### src/rtl/uart_tx_arbiter.sv
// rtl/uart_tx_arbiter.sv - round-robin arbiter sharing one uart_tx between NREQ byte streams
// One byte per grant; an optional source-ID header byte precedes the first byte after a source change.
module uart_tx_arbiter #(
  parameter  int          NREQ     = 4,
  parameter  int          DBIT     = 8,
  parameter  int          HDR_EN   = 1,
  parameter  int unsigned HDR_BASE = 32'hA0,
  localparam int          IDW      = (NREQ > 1) ? $clog2(NREQ) : 1
) (
  input  logic                 clk,
  input  logic                 reset_n,
  input  logic [NREQ-1:0]      req,
  input  logic [NREQ*DBIT-1:0] din,
  output logic [NREQ-1:0]      ack,
  output logic                 busy,
  output logic [IDW-1:0]       grant_id,
  output logic                 tx_start,
  output logic [DBIT-1:0]      tx_din,
  input  logic                 tx_done_tick
);

  typedef enum logic [1:0] {
    IDLE      = 2'd0,
    WAIT_HDR  = 2'd1,
    WAIT_DATA = 2'd2
  } state_t;

  state_t            r_state;
  logic [IDW-1:0]    r_ptr;
  logic [IDW-1:0]    r_last_id;
  logic              r_hdr_valid;
  logic [IDW-1:0]    r_grant;
  logic              r_busy;
  logic [NREQ-1:0]   r_ack;
  logic              r_tx_start;
  logic [DBIT-1:0]   r_tx_din;

  state_t            w_state_nxt;
  logic [IDW-1:0]    w_ptr_nxt;
  logic [IDW-1:0]    w_last_id_nxt;
  logic              w_hdr_valid_nxt;
  logic [IDW-1:0]    w_grant_nxt;
  logic              w_busy_nxt;
  logic [NREQ-1:0]   w_ack_nxt;
  logic              w_tx_start_nxt;
  logic [DBIT-1:0]   w_tx_din_nxt;

  logic              w_found;
  logic [IDW-1:0]    w_sel;
  logic [DBIT-1:0]   w_sel_data;
  logic [DBIT-1:0]   w_grant_data;
  logic [DBIT-1:0]   w_hdr;
  logic              w_need_hdr;

  function automatic logic [IDW-1:0] wrap_add(input logic [IDW-1:0] a, input int k);
    int s;
    s = int'(a) + k;
    if (s >= NREQ) s = s - NREQ;
    return IDW'(s);
  endfunction

  // Scan starts at r_ptr so the most recently served source is considered last.
  always_comb begin
    w_found = 1'b0;
    w_sel   = '0;
    for (int k = 0; k < NREQ; k++) begin
      if (!w_found && req[wrap_add(r_ptr, k)]) begin
        w_found = 1'b1;
        w_sel   = wrap_add(r_ptr, k);
      end
    end
  end

  assign w_sel_data   = din[w_sel*DBIT +: DBIT];
  assign w_grant_data = din[r_grant*DBIT +: DBIT];
  assign w_hdr        = DBIT'(HDR_BASE + 32'(w_sel));
  assign w_need_hdr   = (HDR_EN != 0) && (!r_hdr_valid || (w_sel != r_last_id));

  always_comb begin
    w_state_nxt     = r_state;
    w_ptr_nxt       = r_ptr;
    w_last_id_nxt   = r_last_id;
    w_hdr_valid_nxt = r_hdr_valid;
    w_grant_nxt     = r_grant;
    w_busy_nxt      = r_busy;
    w_ack_nxt       = '0;
    w_tx_start_nxt  = 1'b0;
    w_tx_din_nxt    = r_tx_din;
    case (r_state)
      IDLE: begin
        if (w_found) begin
          w_grant_nxt    = w_sel;
          w_busy_nxt     = 1'b1;
          w_tx_start_nxt = 1'b1;
          if (w_need_hdr) begin
            w_tx_din_nxt = w_hdr;
            w_state_nxt  = WAIT_HDR;
          end else begin
            w_tx_din_nxt = w_sel_data;
            w_ack_nxt    = NREQ'(1) << w_sel;
            w_state_nxt  = WAIT_DATA;
          end
        end
      end
      WAIT_HDR: begin
        if (tx_done_tick) begin
          w_last_id_nxt   = r_grant;
          w_hdr_valid_nxt = 1'b1;
          // A requester that dropped req during its header forfeits the data slot.
          if (req[r_grant]) begin
            w_tx_start_nxt = 1'b1;
            w_tx_din_nxt   = w_grant_data;
            w_ack_nxt      = NREQ'(1) << r_grant;
            w_state_nxt    = WAIT_DATA;
          end else begin
            w_busy_nxt  = 1'b0;
            w_ptr_nxt   = wrap_add(r_grant, 1);
            w_state_nxt = IDLE;
          end
        end
      end
      WAIT_DATA: begin
        if (tx_done_tick) begin
          w_busy_nxt    = 1'b0;
          w_ptr_nxt     = wrap_add(r_grant, 1);
          w_last_id_nxt = r_grant;
          w_state_nxt   = IDLE;
        end
      end
      default: w_state_nxt = IDLE;
    endcase
  end

  always_ff @(posedge clk) begin
    if (!reset_n) begin
      r_state     <= IDLE;
      r_ptr       <= '0;
      r_last_id   <= '0;
      r_hdr_valid <= 1'b0;
      r_grant     <= '0;
      r_busy      <= 1'b0;
      r_ack       <= '0;
      r_tx_start  <= 1'b0;
      r_tx_din    <= '0;
    end else begin
      r_state     <= w_state_nxt;
      r_ptr       <= w_ptr_nxt;
      r_last_id   <= w_last_id_nxt;
      r_hdr_valid <= w_hdr_valid_nxt;
      r_grant     <= w_grant_nxt;
      r_busy      <= w_busy_nxt;
      r_ack       <= w_ack_nxt;
      r_tx_start  <= w_tx_start_nxt;
      r_tx_din    <= w_tx_din_nxt;
    end
  end

  assign ack      = r_ack;
  assign busy     = r_busy;
  assign grant_id = r_grant;
  assign tx_start = r_tx_start;
  assign tx_din   = r_tx_din;

endmodule

### config.mk
export PLATFORM = sky130hd
export DESIGN_NAME = uart_tx_arbiter
export DESIGN_NICKNAME = d
export VERILOG_FILES = /design/src/rtl/uart_tx_arbiter.sv
export SDC_FILE = /design/constraint.sdc
export NUM_CORES = 1
export LEC_CHECK = 0
export CAP_MARGIN = 20
export CORE_AREA = 2 2 60 85
export CTS_BUF_LIST = sky130_fd_sc_hd__clkbuf_8 sky130_fd_sc_hd__clkbuf_16
export DETAILED_ROUTE_END_ITERATION = 6
export DIE_AREA = 0 0 62 87
export HOLD_SLACK_MARGIN = 0.03
export PLACE_DENSITY = 0.73
export REMOVE_ABC_BUFFERS = 1
export SLEW_MARGIN = 10
export SYNTH_ARGS = -nofsm -noshare
export SYNTH_HDL_FRONTEND = slang
export SYNTH_SLANG_ARGS = --single-unit
### constraint.sdc
create_clock -name clk -period 1.9 [get_ports clk]
set_clock_uncertainty 0.05 [all_clocks]
set_input_delay 0.38 -clock clk [delete_from_list [all_inputs] [get_ports clk]]
set_output_delay 0.38 -clock clk [all_outputs]
set_load 0.01 [all_outputs]
==> metrics.md <==
| Metric | Value |
|---|---|
| Routed len/inst | `16.2 um` |
| Crit Reg-Reg Endpoint | `r_state[0]` |
| Min-Delay Endpoint | `tx_din[7]` |
| Die H | `slightly below 90 um` |
| Setup tns final | `-79.2 ps` |
| Grt total ovfl | `0` |
| FFs w/ async S/R, synth | `0%` |
| Register Area | `approximately 470 um2` |
| CP startpoint | `r_ptr[1]` |
| Top FF cell, synth | `dfxtp_1` |
| Insertion delay to the later sink of the worst-skew pair | `280 ps` |
| Post-synth EDFFs | `0` |
| Num ports | `55` |
| CTS Buf Count | `3` |
| Setup crit end kind | `register` |
| Failing checks | `setup timing` |
| Fin cells | `372` |
| Fraction of layout cells with a size suffix above 1 | `approximately a third` |
| Pins Over Slew Limit | `0` |
| Filler cells | `~380` |
| Hold Startpoint | `tx_din[7]` |
| Port Buf Inserts | `54` |
| Flop-to-flop setup slack | `-30 ps` |
| Final setup fails | `5` |
| Max Cap Viol | `0` |
| GRT busiest layer | `met2` |
| CTS tree | `done` |
| Initial core utilization | `roughly 40%` |
| Reg-to-reg startpoint | `r_ptr[1]` |
| Root buf cell | `clkbuf_8` |
| Max Fclk | `between 0.5 and 0.6 GHz` |
| Maximum VDD drop | `~450 uV` |
| CP Max Fanout | `8` |
| Static Leak | `1.19 nW` |
| Core box area | `between 4000 and 5000 um2` |
| Ys Warns | `0` |
| Hold depth | `1` |
| Setup crit start kind | `register` |
| Iteration-0 DRC Markers | `73` |
| WL final | `~6000 um` |
| Htree depth | `1` |
| First-pass GRT wire length | `between 9000 and 10000 um` |
| Layout area overhead | `60.2%` |
| Max_slew headroom | `about three quarters` |
| Fin. Hold Viols | `0` |
| M3 GR Usage | `~2.7%` |
| Initial antenna violation count | `0` |
| Netlist cell types | `slightly below 60` |
| Worst Reg2Reg Path Length in Cells | `6` |
| Power Dens Cells | `roughly 900 nW/um2` |
| Number of global-route vias before repair | `~2100` |
| # DRC | `0` |
| Dpl cells | `364` |
| GP Congestion | `roughly 0.89` |
| FP Rows | `30` |
| Clk pin slew, worst setup/hold paths | `90 ps` |
| Final Critical Period | `between 1500 and 2000 ps` |
| Diodes inserted | `0` |
| Worst slew pin tran | `368 ps` |
| CTS Buffer Depth | `2` |
| Period utilization | `101%` |
| Worst Path Required | `between 2000 and 2500 ps` |
| Unrepaired setup endpoints after global routing | `true` |
| Critical Path AT | `around 2000 ps` |
| Post-synthesis average cell area | `8.96 um2` |
| Status | `finished, violations left` |
| Cell Area, Synth | `between 1500 and 2000 um2` |
| Mapped Cells | `between 200 and 250` |
| Path type of the worst min-delay path | `register to register` |
| Met2 GRT Util | `approximately 45%` |
| Die X | `just over 60 um` |
| Worst Hold Slack | `between 400 and 500 ps` |
| Total GRT Usage | `a little under a quarter` |
| Post-DR vias/cell | `approximately 5.4` |
| DP HPWL | `between 4000 and 5000 um` |
| Critical path class | `register to register` |
| TritonRoute pass-1 iters | `4` |
| Area of the multi-input gates | `roughly 1400 um2` |
| Final worst slack | `-25.2 ps` |
| Grt met1 use | `between 20% and 30%` |
| Nets@finish | `356` |
| Synth Register Bits | `23` |
| Total power | `2.71 mW` |
| Via count | `between 1500 and 2000` |
| Pin count of the biggest net entering global routing | `14` |
| Die Outline Area | `roughly 5400 um2` |
| Routed Antenna Nets | `0` |
| Sequential fraction of the synthesis area | `between 20 and 25%` |
| Sink Count | `23` |
[flip-flops by register name, summed over array words and instances (netlist names)]
name	count
tx_start	1
r_last_id	2
grant_id	2
ack	4
tx_din	8
r_ptr	2
busy	1
r_state	2
r_hdr_valid	1
[kinds of logic (layout without fill, tap and decap cells)]
logic type               Yosys count  count (layout)  share of synthesized area [%]
AO/OA/AOI/OAI                     64              64                           27.5
multiplexers                      15              15                           14.0
flip-flops                        23              23                           24.5
AND/OR/NAND/NOR                   72              72                           20.5
XOR/XNOR                           1               1                          0.865
buffers and inverters             27             125                           7.31
adder cells (fa/ha/maj)            8               8                           5.32
[stage by stage]
stage	util (%)	setup slack, ps	cell area, um2
after floorplan	-	-390	1790
after detailed placement	59.4	-770	2790
final	64.3	-25.2	3020
after global routing	64.3	-101	3020
after global placement	59.4	-779	2790
after CTS	63.6	-68.8	2980
[placed cells by master, fill, tap and decap left out, types with 2 or more instances in the layout]
master / netlist / final
clkdlybuf4s50_1: 0 / 50
buf_4: 2 / 49
nand2_1: 23 / 23
dfxtp_1: 23 / 20
inv_1: 13 / 14
mux4_2: 9 / 9
nand3_1: 10 / 9
nor2_1: 8 / 8
ha_1: 8 / 8
nor2b_1: 7 / 7
o21ai_0: 7 / 6
a221o_1: 5 / 5
mux2i_1: 6 / 5
a211oi_2: 0 / 5
a21boi_0: 7 / 4
a21oi_1: 4 / 4
o211ai_1: 4 / 4
buf_6: 2 / 4
and2_4: 1 / 3
a31oi_1: 3 / 3
o21a_1: 3 / 3
and2_1: 4 / 3
o2bb2ai_1: 3 / 3
clkbuf_8: 0 / 3
buf_2: 4 / 3
or2_2: 2 / 2
nand4_1: 2 / 2
nor2b_4: 0 / 2
o41ai_1: 3 / 2
a21boi_2: 0 / 2
a21o_1: 2 / 2
a2111oi_1: 0 / 2
a21boi_1: 1 / 2
a2111oi_2: 0 / 2
dfxtp_4: 0 / 2
[where the power goes]
part           internal (mW)  leakage (nW)  switching (mW)
sequential             0.596         0.190          0.0800
combinational          0.914         0.972           0.802
clock                  0.145        0.0269           0.178
total                   1.66          1.19            1.06
[repair_timing]
item | in CTS | in global routing
pin swaps | 21 | 6
hold buffers | 0 | 0
hold endpoints to repair | 0 | 0
gates resized for setup | 41 | 19
setup buffers | 4 | 0
endpoints found under the setup margin | 21 | 12
[critical path, stage by stage (launching register included)]
cell	delay [ps]
dfxtp_4	370
or4_4	610
and2_4	230
xnor2_4	190
buf_6	130
a31oi_1	80
o21a_1	170
[metal layers]
layer	vias up	part of all wire [%]
met5	-	0
met4	0	3.0
met3	13	4.8
met2	61	55
met1	942	37
li1	983	-
[how the worst max path moves through the flow]
stage                             to  slack [ps]  cells after the start
after detailed placement      ack[0]        -770                      7
final                     r_state[0]         -30                      6
after floorplan            tx_din[2]        -390                      4
after CTS                  tx_din[1]         -70                      7
after global placement        ack[0]        -780                      7
after global routing       tx_din[2]        -100                      5
[synth_stat cells, drive strengths merged, types with 2 or more instances]
cell      n  area share (%)
nand4     2            0.66
nand2    24             4.9
a221o     5             2.7
o2bb2ai   3             1.4
or2       2            0.66
mux4      9              11
a2111oi   4             1.9
inv      13             2.6
and3      2            0.66
nand3    11             3.6
o41ai     3             1.4
o211ai    4             1.6
nand2b    2            0.66
dfxtp    23              24
nor2      9             1.9
and2      6             2.1
a31oi     3             1.0
o21a      3             1.2
a21o      2            0.80
nor2b     9             3.3
a211oi    5             2.0
a21oi     5             1.9
clkbuf    5             1.1
buf       8             3.1
mux2i     6             3.2
ha        8             5.3
o21ai     7             1.9
a21boi    8             3.2
[cell type report]
class	count	share of cell area, %
multi-input combinational	160	46.9
timing repair buffer	108	31.8
sequential	23	15.6
tap	64	2.66
inverter	13	1.62
clock buffer	3	1.37
clock inverter	1	0.124
Power figures use the tool's default switching activity.
